--- config.mk ---
export PLATFORM = sky130hd
export DESIGN_NAME = fetch_unit
export DESIGN_NICKNAME = d
export VERILOG_FILES = /design/src/rtl/fetch_unit.sv
export SDC_FILE = /design/constraint.sdc
export NUM_CORES = 1
export LEC_CHECK = 0
export ABC_AREA = 1
export ABC_CLOCK_PERIOD_IN_PS = 3200
export CELL_PAD_IN_SITES_DETAIL_PLACEMENT = 0
export CELL_PAD_IN_SITES_GLOBAL_PLACEMENT = 1
export CORE_ASPECT_RATIO = 0.6
export CORE_MARGIN = 2
export CORE_UTILIZATION = 40
export CTS_BUF_LIST = sky130_fd_sc_hd__clkbuf_4 sky130_fd_sc_hd__clkbuf_8 sky130_fd_sc_hd__clkbuf_16
export DETAILED_ROUTE_END_ITERATION = 16
export DONT_BUFFER_PORTS = 1
export PLACE_DENSITY_LB_ADDON = 0.1
export RECOVER_POWER = 50
export SYNTH_ARGS = -nofsm -noshare
export SYNTH_HDL_FRONTEND = slang
export SYNTH_SLANG_ARGS = --single-unit
--- constraint.sdc ---
create_clock -name Clk -period 3.2 [get_ports Clk]
set_input_delay 0.32 -clock Clk [delete_from_list [all_inputs] [get_ports Clk]]
set_output_delay 0.32 -clock Clk [all_outputs]
set_load 0.01 [all_outputs]
--- src/rtl/fetch_unit.sv ---
// Instruction-fetch stage: owns PC and IR and runs the instruction-memory read handshake.
// Optional fetch timeout with a sticky FetchErr flag is enabled by defining FETCH_TIMEOUT_EN.
module fetch_unit #(
    parameter logic [15:0] RESET_PC = 16'h0000,
    parameter int          TIMEOUT  = 16
) (
    input  logic        Clk,
    input  logic        Reset,
    input  logic        IMRead,
    input  logic        IRWrite,
    input  logic        PCWrite,
    input  logic        PCWriteCondEq,
    input  logic        PCWriteCondNeq,
    input  logic        PCSrc,
    input  logic        Zero,
    input  logic [15:0] ALUResult,
    input  logic [15:0] BrTarget,
    output logic [15:0] ImAddr,
    output logic        ImReq,
    input  logic [15:0] ImRdata,
    input  logic        ImValid,
    output logic        FetchBusy,
    output logic [3:0]  Op,
    output logic [3:0]  Rd,
    output logic [3:0]  Rs,
    output logic [3:0]  Rt,
    output logic [7:0]  Imm8,
    output logic [15:0] PC,
    output logic        FetchErr
);

    typedef enum logic [1:0] {
        S_IDLE = 2'd0,
        S_REQ  = 2'd1,
        S_WAIT = 2'd2
    } state_t;

    state_t      state_reg, state_next;
    logic [15:0] pc_reg;
    logic [15:0] ir_reg;
    logic [15:0] addr_reg;
    logic        irw_reg;
    logic        pc_load;
    logic        start;
    logic        load_ir;
    logic        tmo_hit;

    assign pc_load = PCWrite | (PCWriteCondEq & Zero) | (PCWriteCondNeq & ~Zero);

    // PC runs independently of the fetch handshake.
    always_ff @(posedge Clk or posedge Reset) begin
        if (Reset) begin
            pc_reg <= RESET_PC;
        end else if (pc_load) begin
            pc_reg <= PCSrc ? BrTarget : ALUResult;
        end
    end

    always_comb begin
        state_next = state_reg;
        start      = 1'b0;
        load_ir    = 1'b0;
        case (state_reg)
            S_IDLE: begin
                if (IMRead) begin
                    start      = 1'b1;
                    state_next = S_REQ;
                end
            end
            S_REQ, S_WAIT: begin
                // A response already present during REQ completes the fetch early.
                if (ImValid) begin
                    load_ir    = irw_reg;
                    state_next = S_IDLE;
                end else if (tmo_hit) begin
                    state_next = S_IDLE;
                end else begin
                    state_next = S_WAIT;
                end
            end
            default: state_next = S_IDLE;
        endcase
    end

    always_ff @(posedge Clk or posedge Reset) begin
        if (Reset) begin
            state_reg <= S_IDLE;
            addr_reg  <= 16'h0000;
            irw_reg   <= 1'b0;
            ir_reg    <= 16'h0000;
        end else begin
            state_reg <= state_next;
            if (start) begin
                addr_reg <= pc_reg;
                irw_reg  <= IRWrite;
            end
            if (load_ir) begin
                ir_reg <= ImRdata;
            end
        end
    end

`ifdef FETCH_TIMEOUT_EN
    localparam logic [7:0] TMO_LAST = 8'(TIMEOUT - 1);

    logic [7:0] tmo_cnt_reg;
    logic       err_reg;

    assign tmo_hit = (tmo_cnt_reg == TMO_LAST);

    always_ff @(posedge Clk or posedge Reset) begin
        if (Reset) begin
            tmo_cnt_reg <= 8'd0;
            err_reg     <= 1'b0;
        end else begin
            if (start) begin
                tmo_cnt_reg <= 8'd0;
            end else if (state_reg != S_IDLE) begin
                tmo_cnt_reg <= tmo_cnt_reg + 8'd1;
            end
            // ImValid arriving on the expiry cycle takes priority over the error.
            if ((state_reg != S_IDLE) && !ImValid && tmo_hit) begin
                err_reg <= 1'b1;
            end
        end
    end

    assign FetchErr = err_reg;
`else
    assign tmo_hit  = 1'b0;
    assign FetchErr = 1'b0;
`endif

    assign ImReq     = (state_reg == S_REQ);
    assign ImAddr    = addr_reg;
    assign FetchBusy = (state_reg != S_IDLE) | start;
    assign PC        = pc_reg;
    assign Op        = ir_reg[15:12];
    assign Rd        = ir_reg[11:8];
    assign Rs        = ir_reg[7:4];
    assign Rt        = ir_reg[3:0];
    assign Imm8      = ir_reg[7:0];

endmodule

* After elaboration in Yosys (flattened, before gate mapping)
Index checks and enable logic that the tools add are counted.
Storage, ports and cells: bits in read-only memories 0, flip-flop bits (word level) 51, latch bits 0, memory bits (writable) 0, output and inout bits 59, memories 0
Operators by class: order comparisons 0, multipliers 0, reductions and logical operators 3, divide/modulo/power cells 0, bitwise gates (word level) 6, multiplexer cells 8, shift operators 0, equality and inequality tests 3, add/sub/neg operators 0
Operator list (count):
- $mux 16 | 1
- $mux 1 | 4
- $mux 2 | 2
- $pmux 2 s2 | 1
- $or 1x1->1 | 3
- $and 1x1->1 | 2
- $eq 2x1->1 const B | 1
- $eq 2x2->1 const B | 1
- $logic_not 2->1 | 1
- $ne 2x2->1 const B | 1
- $reduce_bool 2->1 | 1
- $reduce_or 2->1 | 1
- $not 1->1 | 1

* Depth between registers and ports, before layout
Gate-level depths: netlist of the first run.
word-level depth 3, gate-level depth with buffers 7, depth with buffers taken out 5

* Least setup slack after synthesis of the first run
OpenSTA, ideal clock, no wires.
kind register to register, from register state_reg[0], to register ir_reg[0], stages on the path, launching flop included 6, arrival time 1095 ps, buffers on the path 1, setup time 130 ps, setup slack 1975 ps, path through dfrtp_1 inv_1 ha_1 nand3_2 clkbuf_1 o21ai_0
On the way: word-level cells in the longest chain between the ends 3
Ends and longest elaborated chain:
- start: declaration | RTL line 38 | state_t state_reg, state_next;
- start signal: assignment | RTL line 92 | state_reg <= state_next;
- $eq 2x1->1 or $eq 2x2->1 (tied branches) | RTL line 63 | case (state_reg)
- $reduce_or 2->1 (*) | RTL line 63
- $mux 1 (*) | RTL line 63
- end signal: assignment | RTL line 98 | ir_reg <= ImRdata;
- end: declaration | RTL line 40 | logic [15:0] ir_reg;
Mark *: on every way between the ends. The rest lies on a longest branch, timed or not. A chain may end at the register's enable or synchronous reset.

* Final worst setup path of the first run
from register state_reg[0], to output FetchBusy
On the way: word-level cells in the longest chain between the ends 3
Ends and longest elaborated chain:
- $logic_not 2->1 | RTL line 63
- $mux 1 | RTL line 63
- $or 1x1->1 (*) | RTL line 136 | assign FetchBusy = (state_reg != S_IDLE) | start;
- end: declaration | RTL line 22 | output logic FetchBusy,
Marks and branches as above.

==> results of run 1 <==
## worst register-to-register path: cells and delay by family, from the launching register on
family | cells | cell delay, ps
adder cells (fa/ha/maj) | 1 | 620
AND/OR/NAND/NOR | 3 | 570
flip-flops | 1 | 390
buffers and inverters | 1 | 100
## metrics by stage
| step | setup WS (ps) | power [W] |
|---|---|---|
| after CTS | 1140 | 0.00213 |
| after global routing | 1010 | 0.00226 |
| after floorplan | 1650 | 0.00155 |
| after detailed placement | 1410 | 0.00160 |
| after global placement | 1480 | 0.00158 |
| final | 1170 | 0.00209 |
## worst paths after layout
kind | slack (ps) | depth (start not counted) | from | end
max in group asynchronous | 1590 | 1 | Reset | state_reg[1]$_DFFE_PP0P_
min in group asynchronous | 510 | 1 | Reset | ir_reg[1]$_DFFE_PP0P_
setup / recovery | 1170 | 3 | state_reg[0]$_DFFE_PP0P_ | FetchBusy
hold / removal | 150 | 2 | IMRead | ImAddr[0]$_DFFE_PP0P_
hold reg to reg | 500 | 2 | irw_reg$_DFFE_PP0P_ | irw_reg$_DFFE_PP0P_
setup reg to reg | 1430 | 5 | state_reg[0]$_DFFE_PP0P_ | ImAddr[11]$_DFFE_PP0P_
## area by class of cell
cell class,count,area share
Tap cell,80,0.0405
Inverter,38,0.0577
Clock inverter,3,0.0273
Multi-Input combinational cell,177,0.330
Sequential cell,51,0.516
Clock buffer,5,0.0278
## logic make-up (layout without fill, tap and decap cells)
kind of cell    after synthesis  after routing  synth area share
compound gates               34             34            0.0707
other cells                   1              1           0.00156
flops                        51             51             0.530
fa+ha+maj                     3              3            0.0156
buf+inv                      62             46             0.124
simple gates                139            139             0.257
## layer usage
layer | track usage | vias to the layer above
met1 | 0.201 | 784
met4 | 0.0355 | 0
met2 | 0.215 | 64
met3 | 0.0735 | 2
met5 | 0 | -
li1 | - | 864
## cells in the final DEF, fill, tap and decap left out, drive strengths merged
cell / n
nand3: 19
ha: 3
nand2: 103
clkbuf: 5
nand4: 16
o21ai: 34
inv: 38
nand3b: 1
conb: 1
bufinv: 2
clkinvlp: 1
dfrtp: 51
## power by group
part / total, W / internal (W) / leakage (nW) / switching (W)
Sequential: 0.00116 / 0.000863 / 0.637 / 0.000298
Combinational: 0.000406 / 0.000141 / 0.643 / 0.000265
Clock: 0.000523 / 0.000312 / 0.0644 / 0.000211
==> flow_summary.ini, run 1 <==
[synthesis]
synth_top_area_frac = 0.530
ys_seq_area_frac = 0.530
syn-cell-area_mm2 = 0.00241
ys.flop_type = dfrtp_1
synth_common_cells = 100 x nand2_1, 51 x dfrtp_1, 37 x inv_1
yosysMostFrequentCell = nand2_1
yosys.cell_types.count = 18
synth-edff-count = 0
yosysWarningCount = 0
syn_inst = 290
synth_area_per_cell_um2 = 8.30
synthArstFlopShare = 1.00
synth_area_leader_cell = dfrtp_1
syn_nets = 351
synthTopCellsByArea = dfrtp_1 53%, nand2_1 16%, o21ai_0 7.1%
synth_seq_cells = 51

[sta]
hold_ws_ps = 148
setup_viol = 0
finClkSkew_ps = 7.63
maxSlewHeadroom = -0.253
setup_tns_ps = 0
final.min_clock_period_ps = 2030
tightest_slew_ps = 1880
hold_viol_final = 0
rsz0062_at_grt = false
fin_crit_sh = 0.636
slew_violations = 52
maxClockFrequency_ghz = 0.491

[detailed_routing]
met1Wirelength_um = 2420
drtIter0Drc = 56
firstDrtPassIters = 4
ant_nets = 0
viasPerCell = 4.84
vias = 1714
drc = 0
top_layer = met4
met3WireLength_um = 497
wl_met2_um = 1990
wire_per_inst_um = 13.9
drt-total-wl_um = 4930

[place]
placed_area_mm2 = 0.00235
gp_congestion = 0.759
dp.cells = 346
dp_hpwl_um = 3690
io_buffers = 0

[setup_path]
start_kind = register
critical_path.max_stage_delay_ps = 620
critical_path_class = register to output pin
cp.arrival_ps = 1710
crit_path_max_fanout = 19
crit_family = adder cells
endpoint_kind = output pin
crit_path_top_delay_cell = ha_1
path_buf_inv = 1
crit_chain = inv_1 > ha_1 > nand2_1
critPathRequiredTime_ps = 2880

[power_and_ir_drop]
powerDensity_mw_per_mm2 = 846
p_leak_nw = 1.34
peakVddDrop_mv = 0.319

[global_routing]
grt_pass1_vias = 1610
track_usage = 0.149
antenna_found_initial = 0
grt_overflow = 0
grt_start_max_net_pins = 52
grt_pass1_wl_um = 7920

[cells_and_area]
regArea_mm2 = 0.00128
multi_input_area_um2 = 816
nNetsFinal = 334
drive_above_1_share = 0.0438
nFillCells = 622
postLayoutCellArea_mm2 = 0.00247
diodes = 0
area_growth_syn_to_layout_pct = 2.70
final_core_util = 0.433
fin_cells = 354

[clock_network]
cts_tree = done
post_cts_buffers = 0
clk_pin_slew_ps = 90
cts_max_path_buffers = 2
ctsHoldBuffers = 0
cts-resized-gates = 0
clock_latency_ps = 300
cts_root_buffer = clkbuf_8
cts_buffers = 5
numClockSinks = 51
htree_levels = 2

[floorplanning]
die_area_mm2 = 0.00667
fp.dieW_um = 104
ios = 117
chipHeight_um = 64.1
initial_utilization = 0.422
num_rows = 21
coreArea_mm2 = 0.00570

[run_status]
violations = capacitance limit, slew limit
status = finished, violations left

[min_path]
hold_class = input pin to register

[job]
cap_violations = 1
(Power assumes the default switching activity.)
==> run 2: changes to the inputs <==
ABC_CLOCK_PERIOD_IN_PS = 1850   (was 3200)
CORE_UTILIZATION = 39   (was 40)
clock period = 1.85 ns   (was 3.2 ns; I/O delays follow)
==> flow_summary.ini, run 2 (synthesis gave the netlist of run 1 again) <==
[clock_network]
clock_latency_ps = 300
cts_max_path_buffers = 2
cts_root_buffer = clkbuf_8
cts_tree = done
clk_pin_slew_ps = 90
post_cts_buffers = 0
htree_levels = 2
numClockSinks = 51
cts_buffers = 5

[sta]
setup_viol = 0
final.min_clock_period_ps = 1570
maxSlewHeadroom = 0.408
finClkSkew_ps = 4.56
slew_violations = 0
hold_viol_final = 0
worst_slack_ps = 276
tightest_slew_ps = 888
fin_crit_sh = 0.851
setup_tns_ps = 0
rsz0062_at_grt = false
maxClockFrequency_ghz = 0.635

[detailed_routing]
viasPerCell = 4.89
firstDrtPassIters = 4
ant_nets = 0
drt-total-wl_um = 5130
vias = 1769
drtIter0Drc = 47
wire_per_inst_um = 14.2
drc = 0

[cells_and_area]
layout_common_cells = 100 x nand2_1, 51 x dfrtp_1, 37 x inv_1
nNetsFinal = 338
layout_commonest_cell = nand2_1
diodes = 0
drive_above_1_share = 0.0612
area_growth_syn_to_layout_pct = 5.41
nFillCells = 637
fin_cells = 362

[global_routing]
grt_pass1_wl_um = 8080
track_usage = 0.152
grt_start_max_net_pins = 33
grt_pass1_vias = 1583
grt_overflow = 0
antenna_found_initial = 0

[power_and_ir_drop]
p_leak_nw = 1.38
powerDensity_mw_per_mm2 = 1450
peakVddDrop_mv = 0.525

[setup_path]
crit_path_start = state_reg[0]$_DFFE_PP0P_
crit_chain = inv_1 > ha_1 > nand3_2 > o21ai_0
start_kind = register
critical_path_class = register to register
endpoint_kind = register
critical_path.max_stage_delay_ps = 400
crit_path_top_delay_cell = nand3_2
rr_worst_depth = 4
path_buf_inv = 1
reg2reg_to = ir_reg[4]$_DFFE_PP0P_
critPathRequiredTime_ps = 2060
r2r_slack_ps = 280
crit_family = simple AND/OR/NAND/NOR gates
crit_path_max_fanout = 32
cp.arrival_ps = 1780
r2r_start = state_reg[0]$_DFFE_PP0P_

[floorplanning]
ios = 117
fp.dieW_um = 105
num_rows = 22
chipHeight_um = 64.8
initial_utilization = 0.399
die_area_mm2 = 0.00683
coreArea_mm2 = 0.00603

[min_path]
whs_path_depth = 2
hold_end = irw_reg$_DFFE_PP0P_
min_from = IMRead
hold_class = input pin to register

[place]
dp_hpwl_um = 3850
gp_congestion = 0.704
io_buffers = 0
pre_cts_slack_ps = 255
dp.cells = 353

[job]
cap_violations = 0

[run_status]
status = completed
-- run 2: layer usage --
metal	track usage	routed length, µm	vias up
met4	0.0400	41	0
li1	-	-	875
met1	0.209	2430	831
met3	0.0744	544	5
met5	0	0	-
met2	0.212	2120	58
-- run 2: power by group --
| part | switching (W) | internal [W] | leakage, nW |
|---|---|---|---|
| logic | 0.000471 | 0.000270 | 0.669 |
| clock network | 0.000364 | 0.000555 | 0.0688 |
| registers | 0.000518 | 0.00149 | 0.637 |
| total | 0.00135 | 0.00232 | 1.38 |
-- run 2: how the worst max path moves through the flow --
stage                        endpoint  slack, ps  cells after the start
5_1_grt         ir_reg[4]$_DFFE_PP0P_         90                      4
3_3_place_gp   ir_reg[13]$_DFFE_PP0P_        320                      4
3_5_place_dp    ir_reg[4]$_DFFE_PP0P_        250                      4
4_1_cts         ir_reg[4]$_DFFE_PP0P_        230                      4
6_report        ir_reg[4]$_DFFE_PP0P_        280                      4
2_1_floorplan   ImAddr[0]$_DFFE_PP0P_        440                      1
-- run 2: what timing repair did --
| action | 4_1_cts | 5_1_grt |
|---|---|---|
| hold buffers | 1 | 0 |
| resized for setup | 0 | 0 |
| endpoints found under the setup margin | 0 | 0 |
| hold endpoints to repair | 22 | 0 |
-- run 2: area by class of cell --
cell class / instances / area, µm² / area share
well taps: 84 / 105 / 0.0414
multi-input cells: 177 / 831 / 0.328
inverters: 38 / 143 / 0.0562
flip-flops and latches: 51 / 1280 / 0.503
clock buffers: 6 / 76.3 / 0.0301
repair buffers: 4 / 45.0 / 0.0178
clock inverters: 2 / 60.1 / 0.0237
-- run 2: metrics by stage --
stage          area (µm²)  hold slack (ps)  total power, W  utilization
2_1_floorplan        2410              328         0.00268            -
5_1_grt              2540             6.01         0.00394        0.421
3_5_place_dp         2390              126         0.00279        0.396
4_1_cts              2540             2.78         0.00373        0.421
6_report             2540             15.4         0.00367        0.421
3_3_place_gp         2390              134         0.00277        0.396
